[config.mk]
export PLATFORM = sky130hd
export DESIGN_NAME = uart_rx_fifo
export DESIGN_NICKNAME = d
export VERILOG_FILES = /design/src/rtl/uart_rx_fifo.sv
export SDC_FILE = /design/constraint.sdc
export NUM_CORES = 1
export LEC_CHECK = 0
export CAP_MARGIN = 40
export CORE_ASPECT_RATIO = 1.1
export CORE_MARGIN = 2
export CORE_UTILIZATION = 46
export DETAILED_ROUTE_END_ITERATION = 8
export GPL_ROUTABILITY_DRIVEN = 0
export PLACE_DENSITY = 0.62
export SLEW_MARGIN = 20
export SYNTH_ARGS = -nofsm -noshare
export SYNTH_HDL_FRONTEND = slang
export SYNTH_SLANG_ARGS = --single-unit
[constraint.sdc]
create_clock -name clk -period 6.4 [get_ports clk]
set_input_delay 1.28 -clock clk [delete_from_list [all_inputs] [get_ports clk]]
set_output_delay 1.28 -clock clk [all_outputs]
set_load 0.01 [all_outputs]
[src/rtl/uart_rx_fifo.sv]
// UART 8N1 receiver with 16x oversampling feeding a circular byte FIFO.
// The receiver only raises a one-cycle push; the FIFO decides whether it fits.
module uart_rx_fifo #(
    parameter int CLKS_PER_TICK = 27,
    parameter int DEPTH         = 16,
    parameter int CNT_W         = 5
) (
    input  logic             clk,
    input  logic             rst_n,
    input  logic             srx_pad_i,
    input  logic             rf_pop,
    output logic [7:0]       rdr,
    output logic [CNT_W-1:0] rf_counter,
    output logic             overrun,
    output logic             framing_err
);

    localparam int PTR_W = $clog2(DEPTH);
    localparam int DIV_W = (CLKS_PER_TICK > 1) ? $clog2(CLKS_PER_TICK) : 1;
    localparam logic [DIV_W-1:0] DIV_LAST = DIV_W'(CLKS_PER_TICK - 1);
    localparam logic [CNT_W-1:0] CNT_FULL = CNT_W'(DEPTH);

    typedef enum logic [1:0] {IDLE, START, DATA, STOP} state_e;

    state_e           state_q, state_d;
    logic             sync1_q, sync2_q, prev_q;
    logic [1:0]       settle_q;
    logic             armed_q;
    logic [DIV_W-1:0] div_q, div_d;
    logic [3:0]       tickCnt_q, tickCnt_d;
    logic [2:0]       bitIdx_q, bitIdx_d;
    logic [7:0]       shift_q, shift_d;
    logic             errWait_q, errWait_d;
    logic             tick, fallEdge, push, ferr_d;

    logic [7:0]       mem_q [DEPTH];
    logic [PTR_W-1:0] wrPtr_q, rdPtr_q;
    logic [CNT_W-1:0] cnt_q;
    logic             overrun_q, ferr_q;
    logic             doPop, doPush;

    assign tick     = (div_q == DIV_LAST);
    assign fallEdge = armed_q & prev_q & ~sync2_q;

    // armed_q keeps the synchronizer's reset value from posing as a start edge
    // when the line happens to be low at reset release (e.g. mid-frame).
    always_ff @(posedge clk or negedge rst_n) begin
        if (!rst_n) begin
            sync1_q  <= 1'b1;
            sync2_q  <= 1'b1;
            prev_q   <= 1'b1;
            settle_q <= '0;
            armed_q  <= 1'b0;
        end else begin
            sync1_q  <= srx_pad_i;
            sync2_q  <= sync1_q;
            prev_q   <= sync2_q;
            settle_q <= {settle_q[0], 1'b1};
            if (settle_q[1] && sync2_q) begin
                armed_q <= 1'b1;
            end
        end
    end

    always_ff @(posedge clk or negedge rst_n) begin
        if (!rst_n) begin
            state_q   <= IDLE;
            div_q     <= '0;
            tickCnt_q <= '0;
            bitIdx_q  <= '0;
            shift_q   <= '0;
            errWait_q <= 1'b0;
        end else begin
            state_q   <= state_d;
            div_q     <= div_d;
            tickCnt_q <= tickCnt_d;
            bitIdx_q  <= bitIdx_d;
            shift_q   <= shift_d;
            errWait_q <= errWait_d;
        end
    end

    // tickCnt_q wraps at 16, so "== 15" marks exactly one bit period between samples.
    always_comb begin
        state_d   = state_q;
        div_d     = tick ? '0 : div_q + DIV_W'(1);
        tickCnt_d = tick ? tickCnt_q + 4'd1 : tickCnt_q;
        bitIdx_d  = bitIdx_q;
        shift_d   = shift_q;
        errWait_d = errWait_q;
        push      = 1'b0;
        ferr_d    = 1'b0;
        case (state_q)
            IDLE: begin
                if (fallEdge) begin
                    state_d   = START;
                    div_d     = '0;
                    tickCnt_d = '0;
                end
            end
            START: begin
                if (tick && tickCnt_q == 4'd7) begin
                    tickCnt_d = '0;
                    bitIdx_d  = '0;
                    state_d   = sync2_q ? IDLE : DATA;
                end
            end
            DATA: begin
                if (tick && tickCnt_q == 4'd15) begin
                    shift_d  = {sync2_q, shift_q[7:1]};
                    bitIdx_d = bitIdx_q + 3'd1;
                    if (bitIdx_q == 3'd7) begin
                        state_d = STOP;
                    end
                end
            end
            STOP: begin
                if (errWait_q) begin
                    if (sync2_q) begin
                        errWait_d = 1'b0;
                        state_d   = IDLE;
                    end
                end else if (tick && tickCnt_q == 4'd15) begin
                    if (sync2_q) begin
                        push    = 1'b1;
                        state_d = IDLE;
                    end else begin
                        ferr_d    = 1'b1;
                        errWait_d = 1'b1;
                    end
                end
            end
            default: state_d = IDLE;
        endcase
    end

    // A pop in the same cycle frees the slot, so a full FIFO still accepts the push.
    assign doPop  = rf_pop && (cnt_q != '0);
    assign doPush = push && ((cnt_q != CNT_FULL) || doPop);

    always_ff @(posedge clk or negedge rst_n) begin
        if (!rst_n) begin
            for (int i = 0; i < DEPTH; i++) begin
                mem_q[i] <= '0;
            end
            wrPtr_q   <= '0;
            rdPtr_q   <= '0;
            cnt_q     <= '0;
            overrun_q <= 1'b0;
            ferr_q    <= 1'b0;
        end else begin
            if (doPush) begin
                mem_q[wrPtr_q] <= shift_q;
                wrPtr_q        <= wrPtr_q + PTR_W'(1);
            end
            if (doPop) begin
                rdPtr_q <= rdPtr_q + PTR_W'(1);
            end
            case ({doPush, doPop})
                2'b10:   cnt_q <= cnt_q + CNT_W'(1);
                2'b01:   cnt_q <= cnt_q - CNT_W'(1);
                default: cnt_q <= cnt_q;
            endcase
            overrun_q <= push && !doPush;
            ferr_q    <= ferr_d;
        end
    end

    assign rdr         = mem_q[rdPtr_q];
    assign rf_counter  = cnt_q;
    assign overrun     = overrun_q;
    assign framing_err = ferr_q;

endmodule

### Word level (Yosys, flattened, before mapping)

Index checks and enable logic that the tools add are counted.

| word-level totals | value |
|---|---|
| flip-flop bits (word level) | 172 |
| output and inout bits | 15 |
| logic and storage cells | 113 |

| operators by class | value |
|---|---|
| $add $sub $neg | 7 |
| order comparisons | 3 |
| equal/unequal tests | 15 |
| mux-type cells | 35 |
| bitwise operators | 5 |
| reduce and logical (&&, ||, !) cells | 16 |

Operators by type and width:

| kind | count |
|---|---|
| $bwmux 128 | 1 |
| $bmux 8 s4 | 1 |
| $demux 8 s4 | 1 |
| $mux 8 | 3 |
| $mux 2 | 8 |
| $mux 5 | 3 |
| $add 4x1->4 const B | 3 |
| $mux 4 | 3 |
| $add 5x1->5 const B | 2 |
| $ge 5x5->1 const B | 2 |
| $not 4->5 | 2 |
| $pmux 5 s2 | 1 |
| $mux 1 | 9 |
| $ne 2x2->1 const B | 4 |
| $pmux 2 s4 | 1 |
| $pmux 4 s2 | 1 |
| $logic_and 1x1->1 | 7 |
| $eq 2x2->1 const B | 3 |
| $mux 3 | 2 |
| $pmux 3 s2 | 1 |
| $eq 5x5->1 const B | 1 |
| $lt 5x1->1 const B | 1 |
| $ne 5x5->1 const B | 1 |
| $reduce_and 5->1 | 1 |
| 16 further kinds | 19 |

### Depth between registers and ports, before layout

| depth | value |
|---|---|
| depth in word-level cells | 8 |
| depth in mapped cells | 13 |
| gate-level depth less buffers | 12 |

### Least setup slack after synthesis

No wires, ideal clock.

| timing path | value |
|---|---|
| kind | in2reg |
| start | in rf_pop |
| end | reg cnt_q[4], in the netlist rf_counter[4] |
| arrival | 3.768 ns |
| path slack | 2.516 ns |
| cell stages on the path | 12 |
| cell sequence | inv_1 a311o_1 buf_6 buf_6 or2_0 ha_1 inv_1 fa_1 nor2b_1 o21a_1 mux2_2 o311ai_0 |

| between the ends | value |
|---|---|
| word-level cells in the longest chain between the ends | 5 |
| elaborated cells on any way between the ends | 7 |

RTL lines:

| element | line | RTL |
|---|---|---|
| start, declared | 11 | `input logic rf_pop,` |
| $logic_and 1x1->1 * | 138 | `assign doPop = rf_pop && (cnt_q != '0);` |
| $logic_or 1x1->1 | 139 | `assign doPush = push && ((cnt_q != CNT_FULL) \|\| doPop);` |
| $logic_and 1x1->1 | 139 |  |
| $eq 2x1->1 or $eq 2x2->1 (tied branches) | 159 | `case ({doPush, doPop})` |
| $pmux 5 s2 or $reduce_bool 2->1 (tied branches) | - |  |
| end signal, assigned | 160 | `2'b10: cnt_q <= cnt_q + CNT_W'(1);` |
| end signal, assigned | 161 | `2'b01: cnt_q <= cnt_q - CNT_W'(1);` |
| end signal, assigned | 162 | `default: cnt_q <= cnt_q;` |
| end, declared | 38 | `logic [CNT_W-1:0] cnt_q;` |

Every way passes the cells marked *; elsewhere a longest branch is shown, timed or not.
A chain may end at the register's enable or synchronous reset.

### Worst setup path after layout

Ends and elaborated chain as after synthesis.

==> out/metrics.yaml <==
cts:
  cts_resized: 0
  clock-sinks: 172
  numCtsBuffers: 17
  clk_latency_ns: 0.43
  cts_tree: "yes"
  root_buffer: "clkbuf_16"
  hold_buffers: 0
  clk_path_buf_depth: 2
  cts_setup_buffers: 0
  cts-htree-levels: 4
  clk_pin_slew_ns: 0.06
power_and_ir_drop:
  ir_drop_mv: 0.2454
  leakagePower_uw: 0.004328
  p_per_area_nw_per_um2: 303.2
routing:
  firstDrtPassIters: 5
  wl_per_cell_um: 19.53
  postRouteAntennaNets: 0
  route.detailed.drc: 0
  num_vias: 4595
  drtIter0Drc: 210
  viasPerCell: 5.638
  totalWireLength_um: 15910
worst_hold_path:
  hold_path.class: "flop to flop"
  min_to: "sync2_q"
  worstHoldStart: "sync1_q"
  whs_path_depth: 0
synth:
  syn_inst: 554
  ys_ff_latch: 172
  ys_types: 46
  yosys_warnings: 0
  synthTopCellsByCount: "169 x dfrtp_1, 133 x mux2_2, 32 x mux4_2"
  yosys-top-cells-area: "dfrtp_1 52%, mux2_2 18%, mux4_2 8.9%"
  synth_edf_count: 0
  synth.avg_cell_area_um2: 14.67
  yosysSeqAreaShare_pct: 53.00
  yosysTopAreaCell: "dfrtp_1"
  ys.flop_type: "dfrtp_1"
  post-synth-top-count-cell: "dfrtp_1"
  syn_area_um2: 8128
  synth_top_area_share_pct: 52.03
  async_reset_ff_share_pct: 100.0
  syn-num-nets: 573
layout:
  diodes: 0
  nFillCells: 1470
  syn_to_final_growth_pct: 12.98
  finalNonFillerCells: 815
  fin_nets: 587
  multiInputGateArea_um2: 3631
  stdcell_area_um2: 9183
  layout.area.seq_um2: 4309
  drive_gt1_share_pct: 38.90
sta:
  tightest_slew_ns: 0.8472
  rsz0062_at_grt: "false"
  fmax_mhz: 229.4
  finalSetupViolations: 0
  period_share_pct: 68.12
  post-route-min-period_ns: 4.360
  slew_headroom_pct: 43.10
  hold_ws_ns: 0.3545
  finalClockSkew_ns: 0.01906
  hold_viol: 0
  drv_slew: 0
  fin_tns_setup_ns: 0
floorplanning:
  dieArea_um2: 18750
  die_y_um: 143.4
  start_util_pct: 47.42
  rows: 50
  die_x_um: 130.7
  coreArea_um2: 17140
  pin_count: 19
placement:
  portBuffers: 18
  dp_cells: 781
  dp_hpwl_um: 10680
  post_dp_cell_area_um2: 8537
critical_path:
  cp_data_arrival_time_ns: 4.67
  required_ns: 6.71
  reg2reg_to: "rf_counter[4]"
  crit_fanout: 19
  r2r-start: "rf_counter[1]"
  r2r_setup_slack_ns: 2.25
  cp-start-kind: "input port"
  reg2regPathDepth: 10
  critPathKind: "input port to flop"
  worstSetupEndpointType: "flop"
global_routing:
  antenna_found_initial: 0
  grt_pass1_wl_um: 26610
  grt_max_degree: 65
  gr-total-overflow: 0
  gr-usage-all-layers_pct: 18.98
  first_global_vias: 4963
flow_run:
  maxCapViolCount: 0
status:
  status: "completed"
critical path, cell delays in order:
cell and delay, ns:
clkdlybuf4s50_1 0.40, inv_1 0.09, a311o_2 0.72, or2_0 0.29, ha_1 0.36, inv_1 0.13, fa_1 0.42, nor2b_1 0.15
o21a_1 0.17, mux2_2 0.34, o311ai_0 0.30
stage by stage:
step | power (uW) | worst slack [ns] | util (%)
floorplan | 1567 | 2.516 | -
global placement | 1715 | 1.796 | 49.57
detailed placement | 1746 | 1.559 | 49.80
CTS | 2814 | 2.049 | 53.36
global route | 2922 | 1.745 | 53.57
finish | 2784 | 2.040 | 53.57
logic make-up (layout without fill, tap and decap cells):
group / count (synthesis) / after routing / synth area share [%]
multiplexers: 172 / 172 / 28.26
flip-flops: 172 / 172 / 53.00
AND/OR/NAND/NOR: 96 / 96 / 9.113
buffers and inverters: 44 / 71 / 2.340
AO/OA/AOI/OAI: 39 / 39 / 3.217
adder cells (fa/ha/maj): 15 / 15 / 2.402
XOR/XNOR: 15 / 15 / 1.616
other: 1 / 1 / 0.04614
final cells by class:
cell class              count  area share (%)
repair buffers             27           3.202
clock inverters             7           1.254
inverters                  12          0.4905
multi-input cells         338           39.54
clock buffers              25           5.396
flip-flops and latches    172           46.93
well taps                 234           3.188
flip-flops by register name (all words and copies together), names as in the netlist, named ones only:
name and count:
bitIdx_q 3, rf_counter 5, wrPtr_q 4, armed_q 1
shift_q 8, overrun 1, div_q 5, settle_q 2
sync1_q 1, errWait_q 1, sync2_q 1, prev_q 1
mem_q 128, state_q 1, framing_err 1, tickCnt_q 4
rdPtr_q 4
power breakdown:
| part | internal [uW] | switching, uW |
|---|---|---|
| Combinational | 225 | 258 |
| Clock | 655 | 405 |
| Sequential | 1140 | 98.0 |
routing by layer:
layer / wire length [um] / global-route usage (%)
met5: 0 / 0
met4: 165 / 5.879
met3: 489 / 4.244
met2: 8071 / 31.30
met1: 7187 / 25.14
cell usage in the layout, fill, tap and decap left out, drive strengths merged, types with 3 or more instances in the layout:
cell type and count:
a21oi 8, a22oi 16, buf 10, bufinv 3, clkbuf 25, clkdlybuf4s50 17
dfrtp 169, dfstp 3, ha 14, inv 12, mux2 140, mux4 32
nand2 27, nand2b 4, nand3 8, nand3b 3, nand4 3, nor2 13
nor2b 4, nor3 5, nor4 18, o21ai 6, or2 3, xnor2 6
xor2 9
worst max-delay path by stage:
| stage | startpoint | endpoint | slack, ns | cells past startpoint |
|---|---|---|---|---|
| CTS | rdPtr_q[0] | rdr[2] | 2.05 | 6 |
| global route | rf_pop | rf_counter[4] | 1.75 | 11 |
| floorplan | rf_pop | rf_counter[4] | 2.52 | 12 |
| detailed placement | rf_pop | rf_counter[4] | 1.56 | 11 |
| global placement | rf_pop | rf_counter[4] | 1.80 | 11 |
| finish | rf_pop | rf_counter[4] | 2.04 | 11 |
No activity file was read; power rests on OpenSTA's default activity.
